===== config.mk =====
export PLATFORM = sky130hd
export DESIGN_NAME = avalon_pio_bank_flat
export DESIGN_NICKNAME = d
export VERILOG_FILES = /design/src/rtl/avalon_pio_bank_if.sv /design/src/rtl/avalon_pio_bank.sv /design/src/flat_wrapper.sv
export SDC_FILE = /design/constraint.sdc
export NUM_CORES = 1
export LEC_CHECK = 0
export BUFFER_PORTS_ARGS = -buffer_cell sky130_fd_sc_hd__buf_4
export CAP_MARGIN = 20
export CORE_MARGIN = 1
export CORE_UTILIZATION = 40
export CTS_BUF_LIST = sky130_fd_sc_hd__clkbuf_16
export DETAILED_ROUTE_END_ITERATION = 12
export SKIP_CTS_REPAIR_TIMING = 1
export SLEW_MARGIN = 15
export SYNTH_ARGS = -nofsm -noshare
export SYNTH_HDL_FRONTEND = slang
export SYNTH_SLANG_ARGS = --single-unit

===== constraint.sdc =====
create_clock -name clk -period 2.26 [get_ports clk]
set_input_delay 0.226 -clock clk [delete_from_list [all_inputs] [get_ports clk]]
set_output_delay 0.226 -clock clk [all_outputs]
set_load 0.01 [all_outputs]

===== src/rtl/avalon_pio_bank_if.sv =====
`default_nettype none
// ============================================================================
// Module   : avalon_pio_bank_if
// Brief    : Avalon-MM slave bus bundle for the PIO bank (word-addressed, 32-bit).
// Revision : 1.0 - initial release
// ============================================================================
interface avalon_pio_bank_if;
    logic [2:0]  address;
    logic        read;
    logic        write;
    logic [31:0] writedata;
    logic [31:0] readdata;
    logic        irq;

    modport master (
        output address,
        output read,
        output write,
        output writedata,
        input  readdata,
        input  irq
    );

    modport slave (
        input  address,
        input  read,
        input  write,
        input  writedata,
        output readdata,
        output irq
    );
endinterface
`default_nettype wire


===== src/rtl/avalon_pio_bank.sv =====
`default_nettype none
// ============================================================================
// Module   : avalon_pio_bank
// Brief    : Parametrised Avalon-MM PIO: output bank with atomic set/clear,
//            debounced input bank with edge capture and maskable level IRQ.
// Revision : 1.0 - initial release
// ============================================================================
module avalon_pio_bank #(
    parameter int               OUT_W        = 16,
    parameter int               IN_W         = 2,
    parameter int               DEBOUNCE_CYC = 500000,
    parameter logic [OUT_W-1:0] OUT_RESET    = '0
) (
    input  wire logic              clk,
    input  wire logic              reset,
    avalon_pio_bank_if.slave       bus,
    output logic [OUT_W-1:0]       pio_out,
    input  wire logic [IN_W-1:0]   pio_in
);

    localparam int                 c_CNT_W   = (DEBOUNCE_CYC > 1) ? $clog2(DEBOUNCE_CYC) : 1;
    localparam logic [c_CNT_W-1:0] c_CNT_MAX = c_CNT_W'(DEBOUNCE_CYC - 1);
    localparam logic [31:0]        c_INFO    = {8'hA5, 8'(IN_W), 16'(OUT_W)};

    localparam logic [2:0] c_ADDR_OUT  = 3'd0;
    localparam logic [2:0] c_ADDR_SET  = 3'd1;
    localparam logic [2:0] c_ADDR_CLR  = 3'd2;
    localparam logic [2:0] c_ADDR_IN   = 3'd3;
    localparam logic [2:0] c_ADDR_MASK = 3'd4;
    localparam logic [2:0] c_ADDR_EDGE = 3'd5;
    localparam logic [2:0] c_ADDR_MODE = 3'd6;
    localparam logic [2:0] c_ADDR_INFO = 3'd7;

    logic [OUT_W-1:0] r_out;
    logic [IN_W-1:0]  r_mask;
    logic [IN_W-1:0]  r_mode;
    logic [IN_W-1:0]  r_edge;
    logic             r_irq;
    logic [31:0]      r_readdata;
    logic [IN_W-1:0]  r_sync1;
    logic [IN_W-1:0]  r_sync2;
    logic [IN_W-1:0]  r_deb_q;

    logic [OUT_W-1:0] w_out_next;
    logic [OUT_W-1:0] w_wd_out;
    logic [IN_W-1:0]  w_wd_in;
    logic [IN_W-1:0]  w_deb;
    logic [IN_W-1:0]  w_rise;
    logic [IN_W-1:0]  w_fall;
    logic [IN_W-1:0]  w_event;
    logic [IN_W-1:0]  w_w1c;
    logic [31:0]      w_rd_mux;
    logic             w_unused_wd;

    assign w_wd_out    = bus.writedata[OUT_W-1:0];
    assign w_wd_in     = bus.writedata[IN_W-1:0];
    assign w_unused_wd = &{1'b0, bus.writedata};

    // ------------------------------------------------------------------
    // Output bank
    // ------------------------------------------------------------------
    always_comb begin
        w_out_next = r_out;
        if (bus.write) begin
            case (bus.address)
                c_ADDR_OUT: w_out_next = w_wd_out;
                c_ADDR_SET: w_out_next = r_out | w_wd_out;
                c_ADDR_CLR: w_out_next = r_out & ~w_wd_out;
                default:    w_out_next = r_out;
            endcase
        end
    end

    always_ff @(posedge clk or posedge reset) begin
        if (reset) begin
            r_out <= OUT_RESET;
        end else begin
            r_out <= w_out_next;
        end
    end

    assign pio_out = r_out;

    // ------------------------------------------------------------------
    // Input synchroniser and per-bit debounce
    // ------------------------------------------------------------------
    always_ff @(posedge clk or posedge reset) begin
        if (reset) begin
            r_sync1 <= '0;
            r_sync2 <= '0;
            r_deb_q <= '0;
        end else begin
            r_sync1 <= pio_in;
            r_sync2 <= r_sync1;
            r_deb_q <= w_deb;
        end
    end

    generate
        for (genvar gi = 0; gi < IN_W; gi++) begin : g_deb
            logic [c_CNT_W-1:0] r_cnt;
            logic               r_deb;

            // Any sample that agrees with the current level restarts qualification.
            always_ff @(posedge clk or posedge reset) begin
                if (reset) begin
                    r_cnt <= '0;
                    r_deb <= 1'b0;
                end else if (r_sync2[gi] == r_deb) begin
                    r_cnt <= '0;
                end else if (r_cnt == c_CNT_MAX) begin
                    r_deb <= r_sync2[gi];
                    r_cnt <= '0;
                end else begin
                    r_cnt <= r_cnt + c_CNT_W'(1);
                end
            end

            assign w_deb[gi] = r_deb;
        end
    endgenerate

    // ------------------------------------------------------------------
    // Edge capture, control registers and IRQ
    // ------------------------------------------------------------------
    assign w_rise  = w_deb & ~r_deb_q;
    assign w_fall  = ~w_deb & r_deb_q;
    assign w_event = (r_mode & w_rise) | (~r_mode & w_fall);
    assign w_w1c   = (bus.write && (bus.address == c_ADDR_EDGE)) ? w_wd_in : '0;

    always_ff @(posedge clk or posedge reset) begin
        if (reset) begin
            r_mask <= '0;
            r_mode <= '0;
            r_edge <= '0;
            r_irq  <= 1'b0;
        end else begin
            if (bus.write && (bus.address == c_ADDR_MASK)) begin
                r_mask <= w_wd_in;
            end
            if (bus.write && (bus.address == c_ADDR_MODE)) begin
                r_mode <= w_wd_in;
            end
            // A new event on the same cycle as its clear keeps the bit set.
            r_edge <= (r_edge & ~w_w1c) | w_event;
            r_irq  <= |(r_edge & r_mask);
        end
    end

    assign bus.irq = r_irq;

    // ------------------------------------------------------------------
    // Read path: registered, sampled from pre-write register state
    // ------------------------------------------------------------------
    always_comb begin
        w_rd_mux = '0;
        case (bus.address)
            c_ADDR_OUT,
            c_ADDR_SET,
            c_ADDR_CLR:  w_rd_mux[OUT_W-1:0] = r_out;
            c_ADDR_IN:   w_rd_mux[IN_W-1:0]  = w_deb;
            c_ADDR_MASK: w_rd_mux[IN_W-1:0]  = r_mask;
            c_ADDR_EDGE: w_rd_mux[IN_W-1:0]  = r_edge;
            c_ADDR_MODE: w_rd_mux[IN_W-1:0]  = r_mode;
            c_ADDR_INFO: w_rd_mux            = c_INFO;
            default:     w_rd_mux            = '0;
        endcase
    end

    always_ff @(posedge clk or posedge reset) begin
        if (reset) begin
            r_readdata <= '0;
        end else if (bus.read) begin
            r_readdata <= w_rd_mux;
        end
    end

    assign bus.readdata = r_readdata;

endmodule
`default_nettype wire


===== src/flat_wrapper.sv =====
// flat-port wrapper written by rule: the top's interface ports become plain ports
module avalon_pio_bank_flat 
#(
    parameter int               OUT_W        = 16,
    parameter int               IN_W         = 2,
    parameter int               DEBOUNCE_CYC = 500000,
    parameter logic [OUT_W-1:0] OUT_RESET    = '0
)
  (clk, reset, pio_out, pio_in, bus_address, bus_read, bus_write, bus_writedata, bus_readdata, bus_irq);
  avalon_pio_bank_if bus_i ();
  input  wire logic clk;
  input  wire logic reset;
  output logic [OUT_W-1:0] pio_out;
  input  wire logic [IN_W-1:0] pio_in;
  input wire logic [$bits(bus_i.address)-1:0] bus_address;
  input wire logic [$bits(bus_i.read)-1:0] bus_read;
  input wire logic [$bits(bus_i.write)-1:0] bus_write;
  input wire logic [$bits(bus_i.writedata)-1:0] bus_writedata;
  output wire logic [$bits(bus_i.readdata)-1:0] bus_readdata;
  output wire logic [$bits(bus_i.irq)-1:0] bus_irq;
  assign bus_i.address = bus_address;
  assign bus_i.read = bus_read;
  assign bus_i.write = bus_write;
  assign bus_i.writedata = bus_writedata;
  assign bus_readdata = bus_i.readdata;
  assign bus_irq = bus_i.irq;
  avalon_pio_bank #(.OUT_W(OUT_W), .IN_W(IN_W), .DEBOUNCE_CYC(DEBOUNCE_CYC), .OUT_RESET(OUT_RESET)) u_core (.clk(clk), .reset(reset), .bus(bus_i), .pio_out(pio_out), .pio_in(pio_in));
endmodule

==> results of run 1 <==
## kinds of logic after synthesis
| group | Yosys count | synth area share, % |
|---|---|---|
| and+or+nand+nor | 142 | 17.8 |
| DFF | 86 | 53.1 |
| AOI/OAI and AO/OA | 80 | 13.1 |
| buffers and inverters | 55 | 6.95 |
| xor gates and xnor gates | 27 | 5.84 |
| muxes | 9 | 2.44 |
| adders and majority gates | 2 | 0.617 |
| other | 1 | 0.0925 |
## per-stage QoR
step | power, mW | setup WS [ns] | cell area [um2] | std cells
2_1_floorplan | 2.03 | 0.211 | 4090 | 412
3_3_place_gp | 2.26 | 0.146 | 4660 | 592
3_5_place_dp | 2.27 | 0.125 | 4660 | 592
4_1_cts | 3.73 | 0.118 | 4950 | 608
5_1_grt | 3.87 | 0.0416 | 4980 | 611
6_report | 3.69 | 0.132 | 4980 | 611
## flip-flops by register name, indices dropped and copies added, names as in the netlist
name	count
u_core.r_mode	2
u_core.r_deb_q	2
u_core.r_sync2	2
u_core.g_deb.r_cnt	38
u_core.r_mask	2
u_core.bus.readdata	17
u_core.r_edge	2
u_core.g_deb.r_deb	2
u_core.pio_out	16
u_core.bus.irq	1
u_core.r_sync1	2
## cells in the final DEF, fill, tap and decap left out, types with 14 or more instances in the layout
cell and count:
a21oi_1 14, a22o_1 17, buf_4 75, dfrtp_1 86, inv_1 26, nand2_1 32
nand3_1 17, nor2_1 39, o21ai_0 34, xnor2_1 21
## layout make-up
cell class | count | area, um2 | share of cell area (%)
clock buffers | 9 | 225 | 4.52
multi-input cells | 271 | 1660 | 33.3
flip-flops and latches | 86 | 2150 | 43.2
repair buffers | 79 | 613 | 12.3
clock inverters | 7 | 66.3 | 1.33
well taps | 133 | 166 | 3.34
inverters | 26 | 101 | 2.03
## where the power goes
part           switching [mW]  internal, mW
registers              0.0953          1.66
logic                   0.231         0.251
clock network           0.605         0.847
## final timing paths
path                                           start                         to  slack, ns  cells after the start
min in group asynchronous                      reset  u_core.g_deb[0].r_cnt[11]       0.41                      3
hold reg to reg                    u_core.r_sync1[1]          u_core.r_sync2[1]       0.36                      0
setup / recovery           u_core.g_deb[0].r_cnt[14]      u_core.g_deb[0].r_deb       0.13                      4
max in group asynchronous                      reset     u_core.bus.readdata[4]       1.24                      4
setup reg to reg           u_core.g_deb[0].r_cnt[14]      u_core.g_deb[0].r_deb       0.13                      4
hold / removal                      bus_writedata[7]          u_core.pio_out[7]       0.12                      2
## synth_stat cells, drive strengths merged, types with 3 or more instances
master   n  area share [%]
xnor2   21             4.5
xor2     6             1.3
nor4     8             1.2
nor2    39             3.6
or3      4            0.62
o21ai   34             4.2
buf     18             3.5
dfrtp   86              53
inv     26             2.4
nand2b   4            0.62
nor3     8            0.99
a21oi   14             1.7
or4      7             1.5
nand4    9             1.5
nand2   32             3.0
nand3   17             2.1
clkbuf  11             1.0
or2      4            0.62
a22o    17             3.7
o22a     4            0.86
mux2     7             1.9
o31ai    3            0.56
## routing by layer
metal  vias up  GRT usage (%)  share of wire (%)  wire [um]
met3         7           3.93                5.2        430
met2        68           27.7                 45       3770
li1       1516              -                  -          -
met5         -              0                  0          0
met4         0           6.59                1.2        101
met1      1509           22.7                 48       4040
==> impl_metrics.yaml, run 1 <==
timing:
  setup_tns_ns: 0
  drv_slew: 0
  setup_violations: 0
  relSlewSlack_pct: 60.8
  layout_min_cycle_time_ns: 2.13
  finalClockSkew_ns: 0.0101
  fmax_mhz: 470
  hold_ws_ns: 0.116
  finalCritPeriodShare_pct: 94.2
  rsz0062_at_grt: "false"
  finalHoldViolCount: 0
  tightest_slew_ns: 0.588
logic_synthesis:
  ys_async_sr_fraction_pct: 100
  synth_seq_cells: 86
  synth.avg_cell_area_um2: 10.1
  ys_seq_area_share_pct: 53.1
  post_synth_inst_count: 402
  netlist_area_um2: 4050
  synth_edf_count: 0
  ys.flop_type: "dfrtp_1"
  synth.distinct_cells: 40
  ys_warn_count: 0
grt:
  grt_start_max_net_pins: 51
  grt_overflow_total: 0
  grt_pass1_vias: 2995
  antenna_found_initial: 0
  globalRouteTotalUtil_pct: 17.2
  grt_pass1_wl_mm: 14.0
power_and_ir_drop:
  vdd_drop_max_v: 0.000384
  p_leak_nw: 2.19
  powerDensity_nw_per_um2: 740
clocking:
  cts_tree: "yes"
  cts_buffers: 9
  cts.clk_slew.worst_paths_ns: 0.06
  cts_sinks: 86
  insertion_delay_ns: 0.34
  htreeDepth: 3
  clk_path_buf_depth: 2
  cts-root-buf: "clkbuf_16"
critical_path:
  path_class: "reg -> reg"
  crit_path_top_delay_cell: "or4_4"
  critPathArrivalTime_ns: 2.36
  cpPeakStageDelay_ns: 0.57
  cp_max_fo: 4
  start_kind: "flip-flop"
  crit_chain: "or4_1 -> or4_4 -> nor2_1 -> mux2_2"
  worstPathRequired_ns: 2.49
  path_buf_inv: 0
  crit_path_end_kind: "flip-flop"
  cp_top_family: "simple AND/OR/NAND/NOR gates"
drt:
  vias: 3100
  vias_per_cell: 5.07
  routedWlPerCell_um: 13.7
  drc: 0
  ant_nets: 0
  drt_iter0_drc: 117
  wirelength_mm: 8.34
  drt_pre_antenna_iters: 5
min_path:
  hold_class: "in -> reg"
final_layout:
  antenna_cells: 0
  utilization_pct: 51.0
  final_nets: 516
  syn_to_final_growth_pct: 22.9
  final_layout_size_suffix_gt1_share_pct: 22.4
  fillers: 938
die:
  die_h_um: 103
  start_util_pct: 41.5
  coreArea_um2: 9770
  die_w_um: 103
  core.rowCount: 36
  die_area_um2: 10500
  num_io_pins: 90
run:
  maxCapViolations: 0
placement:
  place_congestion: 0.777
  port_buffers: 62
  dpl.hpwl_mm: 5.80
status:
  status: "complete, no violations"
Power figures use the tool's default switching activity.
==> run 2, diff against run 1 <==
--- a/config.mk
+++ b/config.mk
@@ -11,8 +11,10 @@
 export CORE_UTILIZATION = 40
 export CTS_BUF_LIST = sky130_fd_sc_hd__clkbuf_16
 export DETAILED_ROUTE_END_ITERATION = 12
+export MAX_ROUTING_LAYER = met4
 export SKIP_CTS_REPAIR_TIMING = 1
 export SLEW_MARGIN = 15
 export SYNTH_ARGS = -nofsm -noshare
 export SYNTH_HDL_FRONTEND = slang
 export SYNTH_SLANG_ARGS = --single-unit
+export TNS_END_PERCENT = 20
==> constraint.sdc (replaced) <==
create_clock -name clk -period 2 [get_ports clk]
set_input_delay 0.2 -clock clk [delete_from_list [all_inputs] [get_ports clk]]
set_output_delay 0.2 -clock clk [all_outputs]
set_load 0.01 [all_outputs]
==> run 2 against run 1 <==
  * The run now ends with negative hold slack, negative setup slack left
  * Global-route usage rose by 1.1 points
  * Utilization is 1.8 points higher
  * Cell area increased by 3.6%
  * Largest power group unchanged
==> impl_metrics.yaml, run 2 (synthesized netlist as in run 1, its figures left out) <==
critical_path:
  r2r_cells: 4
  r2r_start: "u_core.g_deb[1].r_cnt[7]"
  cpPeakStageDelay_ns: 0.59
  crit_chain: "or4_4 -> or4_4 -> nor2_4 -> mux2_4"
  setup.worst_path.start: "u_core.g_deb[1].r_cnt[7]"
  crit_path_end_kind: "flip-flop"
  crit_top_cell: "or4_4"
  start_kind: "flip-flop"
  path_class: "reg -> reg"
  worstPathRequired_ns: 2.22
  cp_max_fo: 2
  critPathArrivalTime_ns: 2.28
  crit_path_top_delay_cell: "or4_4"
final_layout:
  final_layout_size_suffix_gt1_share_pct: 26.7
  utilization_pct: 52.8
  regMostFlops: "u_core.g_deb.r_cnt"
  fillers: 909
  largest_reg_flops: 38
  syn_to_final_growth_pct: 27.3
  layout_common_cells: "buf_4, dfrtp_1, nor2_1"
  mostFrequentLayoutCell: "buf_4"
  antenna_cells: 0
  final_nets: 532
clocking:
  cts_buffers: 9
  htreeDepth: 3
  clk_path_buf_depth: 2
  cts_sinks: 86
  cts_tree: "yes"
  cts-root-buf: "clkbuf_16"
  insertion_delay_ns: 0.34
  cts.clk_slew.worst_paths_ns: 0.06
run:
  maxCapViolations: 0
drt:
  vias: 3154
  drt_pre_antenna_iters: 4
  drt_iter0_drc: 93
  wirelength_mm: 8.60
  ant_nets: 0
  vias_per_cell: 5.03
  routedWlPerCell_um: 13.7
  drc: 0
grt:
  antenna_found_initial: 0
  grt_start_max_net_pins: 87
  globalRouteTotalUtil_pct: 18.3
  grt_pass1_vias: 3039
  grt_overflow_total: 0
  grt_pass1_wl_mm: 14.4
timing:
  drv_slew: 0
  layout_min_cycle_time_ns: 2.06
  tightest_slew_ns: 0.598
  setup_violations: 2
  finalHoldViolCount: 27
  hold_ws_ns: -0.0202
  setup_ws_ns: -0.0602
  rsz0062_at_grt: "true"
  finalCritPeriodShare_pct: 103
  relSlewSlack_pct: 59.7
  finalClockSkew_ns: 0.00970
  fmax_mhz: 485
die:
  core.rowCount: 36
  die_w_um: 103
  die_h_um: 103
  start_util_pct: 41.5
  coreArea_um2: 9770
  die_area_um2: 10500
  num_io_pins: 90
status:
  status: "finished with violations"
  violations: "negative hold slack, negative setup slack"
placement:
  place_congestion: 0.849
  dpl.hpwl_mm: 5.88
  port_buffers: 62
  place_worst_setup_slack_ns: -0.106
power_and_ir_drop:
  p_leak_nw: 2.29
  powerDensity_nw_per_um2: 801
  vdd_drop_max_v: 0.000423
min_path:
  hold_class: "in -> async"
-- run 2: cell type report --
| cell class | count | area, um2 | share of cell area [%] |
|---|---|---|---|
| multi-input cells | 271 | 1700 | 32.9 |
| repair buffers | 95 | 759 | 14.7 |
| clock inverters | 7 | 57.6 | 1.12 |
| inverters | 26 | 101 | 1.96 |
| flip-flops and latches | 86 | 2150 | 41.7 |
| clock buffers | 9 | 225 | 4.37 |
| well taps | 133 | 166 | 3.23 |
-- run 2: worst paths after layout --
path | end | slack [ns]
worst max-delay path | u_core.g_deb[1].r_deb | -0.06
worst min-delay path | u_core.g_deb[1].r_cnt[0] | -0.02
worst max register to register | u_core.g_deb[1].r_deb | -0.06
worst min register to register | u_core.r_sync2[1] | 0.35
max in group asynchronous | u_core.r_mask[1] | 1.67
min in group clk | u_core.pio_out[12] | 0.08
-- run 2: critical path, delay by kind of cell, from the launching register on --
family | cells | cell delay, ns
muxes | 1 | 0.30
and+or+nand+nor | 3 | 1.26
DFF | 1 | 0.38
-- run 2: where the power goes --
part	internal, mW	switching [mW]	total [mW]
Sequential	1.87	0.110	1.98
Combinational	0.288	0.263	0.551
Clock	0.859	0.737	1.60
-- run 2: metal layers --
layer	global-route usage (%)	part of all wire, %
met5	-	0
met4	6.37	1.5
met3	3.86	5.1
met2	28.8	46
met1	23.4	48
-- run 2: metrics by stage --
step | hold WS [ns] | instance area (um2) | setup TNS, ns | std cells | power, mW
finish | -0.0202 | 5160 | -0.113 | 627 | 4.13
global route | 0.0400 | 5160 | -1.25 | 627 | 4.32
CTS | -0.0400 | 5090 | -0.188 | 624 | 4.17
detailed placement | 0.311 | 4800 | -0.162 | 608 | 2.57
global placement | 0.316 | 4800 | -0.115 | 608 | 2.56
floorplan | 0.231 | 4090 | -0.0833 | 412 | 2.30
